## config.mk

```make
export PLATFORM = sky130hd
export DESIGN_NAME = bnn_exec_unit
export DESIGN_NICKNAME = d
export VERILOG_FILES = /design/src/rtl/bnn_exec_unit.sv
export SDC_FILE = /design/constraint.sdc
export NUM_CORES = 1
export LEC_CHECK = 0
export CAP_MARGIN = 10
export CORE_ASPECT_RATIO = 0.7
export CORE_UTILIZATION = 43
export DETAILED_ROUTE_END_ITERATION = 10
export GPL_TIMING_DRIVEN = 1
export PLACE_DENSITY = 0.89
export SYNTH_ARGS = -nofsm -noshare
export SYNTH_HDL_FRONTEND = slang
export SYNTH_SLANG_ARGS = --single-unit
```

## constraint.sdc

```tcl
create_clock -name clk -period 5.2 [get_ports clk]
set_clock_uncertainty 0.1 [all_clocks]
set_input_delay 0.78 -clock clk [delete_from_list [all_inputs] [get_ports clk]]
set_output_delay 0.78 -clock clk [all_outputs]
set_load 0.02 [all_outputs]
```

## src/rtl/bnn_exec_unit.sv

```systemverilog
// Multi-cycle XNOR-popcount execute unit for the custom BNN opcode.
// Optional feature macro: BNN_SIGNED_DOT_EN (signed +/-1 dot product result).
module bnn_exec_unit #(
    parameter int XLEN  = 32,
    parameter int CHUNK = 8,
    parameter int CNT_W = 6
) (
    input  logic             clk,
    input  logic             reset,
    input  logic             start_E,
    input  logic             en_threshold_E,
    input  logic             ms_WE_E,
    input  logic             at_WE_E,
    input  logic [XLEN-1:0]  srcA_E,
    input  logic [XLEN-1:0]  srcB_E,
    input  logic [XLEN-1:0]  imm_E,
    output logic             busy_E,
    output logic             result_valid_E,
    output logic [XLEN-1:0]  result_E,
    output logic [CNT_W-1:0] ms_q,
    output logic [CNT_W-1:0] at_q
);

    typedef enum logic [1:0] {IDLE, RUN, DONE} state_t;

    state_t            state;
    logic [XLEN-1:0]   xv;
    logic [XLEN-1:0]   mask;
    logic [CNT_W-1:0]  acc;
    logic [CNT_W-1:0]  idx;
    logic [CNT_W-1:0]  k_s;
    logic [CNT_W-1:0]  k_new;
    logic [CNT_W-1:0]  pc;
    logic [CNT_W-1:0]  acc_next;
    logic [CNT_W-1:0]  fin_cnt;
    logic [CNT_W-1:0]  ms_wr;
    logic [CHUNK-1:0]  chunk;
    logic              thr_s;
    logic              fin_thr;
    logic              ge;
    logic              in_run;
    logic [XLEN-1:0]   fin_res;

    assign in_run = (state == RUN);
    assign busy_E = (start_E & ~in_run) | in_run;

    // MS=XLEN would overflow the shift, so it gets an explicit all-ones mask
    assign mask = (ms_q >= CNT_W'(XLEN)) ? '1
                : ((XLEN'(1) << ms_q) - XLEN'(1));
    assign k_new = CNT_W'((int'(ms_q) + CHUNK - 1) / CHUNK);
    assign ms_wr = (imm_E > XLEN'(XLEN)) ? CNT_W'(XLEN)
                 : imm_E[CNT_W-1:0];

    assign chunk = xv[int'(idx)*CHUNK +: CHUNK];

    always_comb begin
        pc = '0;
        for (int i = 0; i < CHUNK; i++) begin
            pc = pc + CNT_W'(chunk[i]);
        end
    end

    assign acc_next = acc + pc;
    assign fin_cnt  = in_run ? acc_next : '0;
    assign fin_thr  = in_run ? thr_s : en_threshold_E;
    assign ge       = (fin_cnt >= at_q);

`ifdef BNN_SIGNED_DOT_EN
    logic [CNT_W-1:0] ms_s;
    logic [CNT_W-1:0] fin_ms;
    logic [CNT_W+1:0] dot;

    assign fin_ms = in_run ? ms_s : ms_q;
    assign dot    = {1'b0, fin_cnt, 1'b0} - {2'b00, fin_ms};

    always_comb begin
        fin_res = '0;
        if (fin_thr) begin
            fin_res = {{(XLEN-1){1'b0}}, ge};
        end else begin
            fin_res = {{(XLEN-CNT_W-2){dot[CNT_W+1]}}, dot};
        end
    end

    always_ff @(posedge clk) begin
        if (reset) begin
            ms_s <= '0;
        end else if (start_E && !in_run) begin
            ms_s <= ms_q;
        end
    end
`else
    always_comb begin
        fin_res = '0;
        if (fin_thr) begin
            fin_res = {{(XLEN-1){1'b0}}, ge};
        end else begin
            fin_res = {{(XLEN-CNT_W){1'b0}}, fin_cnt};
        end
    end
`endif

    always_ff @(posedge clk) begin
        if (reset) begin
            state          <= IDLE;
            result_valid_E <= 1'b0;
            result_E       <= '0;
            ms_q           <= CNT_W'(XLEN);
            at_q           <= '0;
            acc            <= '0;
            idx            <= '0;
            k_s            <= '0;
            xv             <= '0;
            thr_s          <= 1'b0;
        end else begin
            if (ms_WE_E) ms_q <= ms_wr;
            if (at_WE_E) at_q <= imm_E[CNT_W-1:0];
            result_valid_E <= 1'b0;
            unique case (state)
                IDLE, DONE: begin
                    if (start_E) begin
                        xv    <= ~(srcA_E ^ srcB_E) & mask;
                        thr_s <= en_threshold_E;
                        k_s   <= k_new;
                        idx   <= '0;
                        acc   <= '0;
                        if (k_new == '0) begin
                            state          <= DONE;
                            result_E       <= fin_res;
                            result_valid_E <= 1'b1;
                        end else begin
                            state <= RUN;
                        end
                    end else begin
                        state <= IDLE;
                    end
                end
                RUN: begin
                    acc <= acc_next;
                    idx <= idx + 1'b1;
                    if (idx == k_s - 1'b1) begin
                        state          <= DONE;
                        result_E       <= fin_res;
                        result_valid_E <= 1'b1;
                    end
                end
                default: state <= IDLE;
            endcase
        end
    end

endmodule

```

# Word level (Yosys, flattened, before mapping)
# Cells that the tools add are included.
[word_totals]
register_bits = 98
in_bits = 102
elab_cells = 70
[classes]
n_addsub = 14
n_lt_le_gt_ge = 3
n_eq_ne = 6
shifts = 2
mux = 20
n_bitwise = 7
reduce_logical = 8
[op_table]
columns = ["op", "count"]
rows = [
  ["two-way mux 32 bit", 4],
  ["case mux 32 bit (2 select lines)", 1],
  ["AND 32 bit", 1],
  ["> comparator 32 x 6 -> 1 bit, second input constant", 1],
  ["NOT 32 bit", 1],
  ["indexed part select 32 x 10 -> 8 bit", 1],
  ["<< shifter 1 x 6 -> 32 bit, first input constant", 1],
  ["subtractor 32 x 1 -> 32 bit, second input constant", 1],
  ["XOR 32 bit", 1],
  ["two-way mux 6 bit", 4],
  ["case mux 6 bit (2 select lines)", 2],
  ["adder 6 x 1 -> 6 bit", 3],
  ["subtractor 7 x 1 -> 8 bit, second input constant", 1],
  ["adder 6 x 4 -> 7 bit, second input constant", 1],
  ["adder 5 x 1 -> 6 bit", 1],
  ["adder 6 x 1 -> 6 bit, second input constant", 1],
  ["adder 6 bit", 1],
  ["== test 6 bit", 1],
  [">= comparator 6 bit", 1],
  [">= comparator 6 bit, second input constant", 1],
  ["logical NOT 6 bit", 1],
  ["two-way mux 2 bit", 3],
  ["subtractor 6 x 1 -> 6 bit, second input constant", 1],
  ["adder 4 x 1 -> 5 bit", 1],
  ["other kinds (19)", 25],
]

# Longest topological paths before layout
[logic_depth]
depth_word = 15
mapped_depth = 20
ltp_nobuf = 19

# Worst setup path after synthesis
# Ideal clock, no wire load.
[synth_path]
path_kind = "reg2reg"
start = "register idx[0]"
end = "register result_E[0]"
setup_time_ps = 125
arrival_ps = 5015
required_time_ps = 4975
setup_slack_ps = -40
path_stages_with_launch = 21
path_buffers = 1
period_less_slack_ps = 5240
path_cell_list = "dfxtp_1 > buf_2 > mux4_2 > and2_1 > fa_1 > inv_1 > fa_1 > inv_1 > fa_1 > fa_1 > inv_1 > fa_1 > nor2b_1 > o21a_1 > or3_1 > and3_1 > ha_1 > a21oi_1 > o21ai_0 > a31oi_1 > a211oi_1"
[synth_via]
elab_chain_len = 15
elab_cells_between_ends = 19
classes_between = "add/sub (8); order compare (1); eq/ne (2); shift (1); mux (6); reduce/logical (1)"
[synth_rtl]
columns = ["element", "line_no", "source"]
rows = [
  ["start, declared", "30", "logic [CNT_W-1:0] idx;"],
  ["start signal, assigned", "140", "idx <= idx + 1'b1;"],
  ["indexed part select 32 x 10 -> 8 bit (*)", "54", "assign chunk = xv[int'(idx)*CHUNK +: CHUNK];"],
  ["adder 1 x 1 -> 2 bit", "59", "pc = pc + CNT_W'(chunk[i]);"],
  ["adder 2 x 1 -> 3 bit", "59", ""],
  ["adder 3 x 1 -> 4 bit", "59", ""],
  ["adder 4 x 1 -> 5 bit", "59", ""],
  ["adder 5 x 1 -> 6 bit", "59", ""],
  ["adder 6 x 1 -> 6 bit", "59", ""],
  ["adder 6 x 1 -> 6 bit (*)", "59", ""],
  ["adder 6 bit (*)", "63", "assign acc_next = acc + pc;"],
  ["two-way mux 6 bit (*)", "64", "assign fin_cnt = in_run ? acc_next : '0;"],
  ["named net fin_cnt[4]", "35", "logic [CNT_W-1:0] fin_cnt;"],
  [">= comparator 6 bit (*)", "66", "assign ge = (fin_cnt >= at_q);"],
  ["two-way mux 6 bit (*)", "95", "if (fin_thr) begin"],
  ["two-way mux 32 bit", "127", "if (k_new == '0) begin"],
  ["two-way mux 32 bit", "121", "if (start_E) begin"],
  ["case mux 32 bit (2 select lines) (*)", "119", "unique case (state)"],
  ["end signal, assigned", "129", "result_E <= fin_res;"],
  ["end signal, assigned", "143", "result_E <= fin_res;"],
  ["end, declared", "19", "output logic [XLEN-1:0] result_E,"],
]
# Mark *: on every way through the listed nets, which the timed path passes. The rest lies on a longest branch. The select of a mux whose other input is x is not followed.
# A chain may end at the register's enable or synchronous reset.

# Worst setup path in the final report
# Ends and elaborated chain as after synthesis.

==> results.json <==
{
  "status": "completed",
  "finalCritPeriodShare_pct": 96.8,
  "min_from": "xv[23]",
  "synth_area_mm2": 0.00473,
  "layout-drive-gt1-share_pct": 7.47,
  "critPathMaxFanout": 3,
  "cp.required_ps": 5280,
  "power_uw": 1580,
  "area.growth.synth_to_final_pct": 31.9,
  "multi_input_area_mm2": 0.00297,
  "fin_nets": 801,
  "gp_congestion": 0.826,
  "firstDrtPassIters": 4,
  "drv_cap": 0,
  "via_count": 4448,
  "syn_inst": 578,
  "hold_viol_final": 0,
  "r2r_cells": 19,
  "hp-class": "reg -> reg",
  "slew_viol_final": 0,
  "arrival_ps": 5120,
  "reg2reg_to": "result_E[0]",
  "dp.cells": 816,
  "start_util_pct": 45.0,
  "clk_latency_ps": 330,
  "antenna_left": 0,
  "ys_dominant_reg_cell": "dfxtp_1",
  "cts_made_buffers": 9,
  "place_hpwl_um": 9380,
  "drtIter0Drc": 316,
  "grt_max_degree": 73,
  "routed_via_density": 5.35,
  "die_w_um": 127,
  "ioPinCount": 148,
  "coreArea_mm2": 0.0105,
  "drcViolationCount": 0,
  "io_buffers": 121,
  "setup_violations": 0,
  "whs_endpoint": "xv[23]",
  "ff_latch_area_mm2": 0.00141,
  "ir_drop_v": 0.000187,
  "path_cells": "mux4_2 -> and2_4 -> fa_1 -> inv_1 -> fa_1 -> inv_1 -> fa_1 -> fa_2 -> inv_2 -> fa_2 -> nor2b_1 -> o21a_1 -> or3_4 -> and3_4 -> ha_4 -> a21oi_1 -> o21ai_1 -> a31oi_1 -> a211oi_1",
  "cts.path.max_buffers": 2,
  "cts_root_buf": "clkbuf_16",
  "crit_slowest_cell": "fa_1",
  "n_antenna_cell": 0,
  "critPathCaptureType": "register",
  "critPathKind": "reg -> reg",
  "place_ws_ps": -19.1,
  "dieHeight_um": 89.7,
  "start_kind": "register",
  "hold_depth": 2,
  "synth_edf_count": 0,
  "htree_levels": 3,
  "max_freq_mhz": 199,
  "filler_cell_count": 950,
  "setup_ws_ps": 167,
  "overflow": 0,
  "synthDistinctLibCells": 63,
  "ys_warn_count": 0,
  "drt_wl_total_um": 12600,
  "rows": 31,
  "min_period_ps": 5030,
  "rrSetupSlack_ps": 170,
  "track_usage_pct": 22.0,
  "wl_per_cell_um": 15.1,
  "grt_pass1_vias": 4292,
  "hold_buffers": 0,
  "antenna_found_initial": 0,
  "tns_ps": 0,
  "die_area_mm2": 0.0114,
  "power_density_mw_per_mm2": 254,
  "reg2reg_from": "idx[0]",
  "ys_seq_area_share_pct": 29.6,
  "post-cts-setup-buffer-count": 0,
  "layoutNonFillerInstCount": 831,
  "grt_pass1_wl_um": 20000,
  "power.leakage_uw": 0.00239,
  "clock-sinks": 70,
  "synth-async-reset-ratio_pct": 0,
  "cp_common_cell": "fa_1",
  "cts_tree": "yes",
  "slowest_delay_ps": 530,
  "slew_headroom_pct": 40.6,
  "ys_seq_elements": 70,
  "clk_pin_slew_worst_paths_ps": 50,
  "worst_pin_slew_ps": 889,
  "avgSynthCellArea_um2": 8.18
}
[placed cells by master, fill, tap and decap left out, types with 3 or more instances in the layout]
cell type	instances
nor4_1	6
inv_1	15
a21oi_1	61
o21ai_1	7
a21boi_1	3
a21o_1	4
nand2_1	54
o211ai_1	13
o21ai_0	10
nand3b_1	3
nor2b_1	7
xnor2_1	22
or3_1	5
dfxtp_1	69
a211o_1	3
nand4_1	5
mux2i_1	12
fa_1	3
nand3_1	19
clkdlybuf4s50_1	120
nor2_1	45
ha_1	14
buf_4	11
a211oi_1	11
and2_1	8
nand2b_1	18
clkbuf_16	9
o21a_1	3
a31oi_1	3
or2_1	3
xor2_1	19
conb_1	26
nor3_1	15
mux4_2	8
[power breakdown]
part	switching (uW)	leakage [uW]	internal, uW	total [uW]
sequential	18.1	0.000572	564	582
combinational	167	0.00167	170	336
clock	222	0.000155	443	665
total	407	0.00239	1180	1580
[how the worst max path moves through the flow]
stage	from	end	slack (ps)	cells after the start
6_report	idx[0]	result_E[0]	170	19
3_3_place_gp	idx[0]	result_E[0]	100	19
4_1_cts	idx[0]	result_E[0]	20	19
5_1_grt	idx[0]	result_E[0]	-40	19
3_5_place_dp	idx[0]	result_E[0]	-20	19
2_1_floorplan	idx[0]	result_E[0]	40	20
[Yosys cell counts (4+ instances only)]
library cell	number	area share [%]
dfxtp_1	70	30
or3_1	6	0.79
nand2_1	54	4.3
and2_1	9	1.2
mux2i_1	12	2.5
a21o_1	4	0.64
fa_1	5	2.1
mux4_2	8	3.8
clkbuf_1	26	2.1
nor2_1	45	3.6
nor3_1	15	1.6
inv_1	16	1.3
buf_4	28	4.4
xor2_1	19	3.5
o21ai_1	5	0.53
a211oi_1	12	1.9
o211ai_1	13	2.1
nor2b_1	7	0.93
ha_1	15	4.0
xnor2_1	22	4.1
nand2b_1	18	2.4
o21ai_0	12	1.3
a21oi_1	61	6.5
nor4_1	6	0.79
nand4_1	5	0.66
nand3_1	19	2.0
[metrics by stage]
step / hold WS [ps] / utilization (%) / instance area [um2]
4_1_cts: 349 / 59.0 / 6200
2_1_floorplan: 326 / - / 4820
3_5_place_dp: 344 / 55.9 / 5880
6_report: 348 / 59.4 / 6240
3_3_place_gp: 338 / 55.9 / 5880
5_1_grt: 377 / 59.4 / 6240
[cell families (layout without fill, tap and decap cells)]
logic type / count (synthesis) / after routing / share of synthesized area [%]
adder cells (fa/ha/maj): 20 / 20 / 6.09
other: 1 / 26 / 0.0793
buffers and inverters: 84 / 164 / 10.2
multiplexers: 20 / 20 / 6.35
AND/OR/NAND/NOR: 205 / 205 / 21.9
flip-flops: 70 / 70 / 29.6
AO/OA/AOI/OAI: 137 / 137 / 18.2
XOR/XNOR: 41 / 41 / 7.59
[routing by layer]
| layer | part of all wire [%] | GRT usage (%) | vias up |
|---|---|---|---|
| li1 | - | - | 2172 |
| met1 | 43 | 27.6 | 2060 |
| met2 | 47 | 36.7 | 202 |
| met3 | 8.6 | 6.19 | 14 |
| met4 | 1.1 | 6.15 | 0 |
| met5 | 0 | 0 | - |
[state kept, by name (all words and copies together) (netlist names)]
signal          flops
xv                 32
thr_s               1
state               2
result_valid_E      1
acc                 6
idx                 6
ms_q                6
at_q                6
k_s                 4
result_E            6
[critical path: cells and delay by family, from the launching register on]
kind	cells	cell delay, ps
AOI/OAI and AO/OA	5	720
and+or+nand+nor	4	760
DFF	1	360
muxes	1	490
adders and majority gates	6	2270
buffers and inverters	3	180
[timing repair]
action / CTS / global route
gates resized for setup: 1 / 11
endpoints found under the setup margin: 1 / 1
pin swaps: 1 / 4
endpoints found under the hold margin: 0 / 0
[cell type report]
type | instances | share of cell area (%)
Clock inverter | 3 | 1.08
Clock buffer | 12 | 4.11
Tap cell | 148 | 2.97
Timing Repair Buffer | 132 | 20.7
Sequential cell | 70 | 22.5
Multi-Input combinational cell | 449 | 47.6
Inverter | 17 | 1.02
Power figures use the tool's default switching activity.
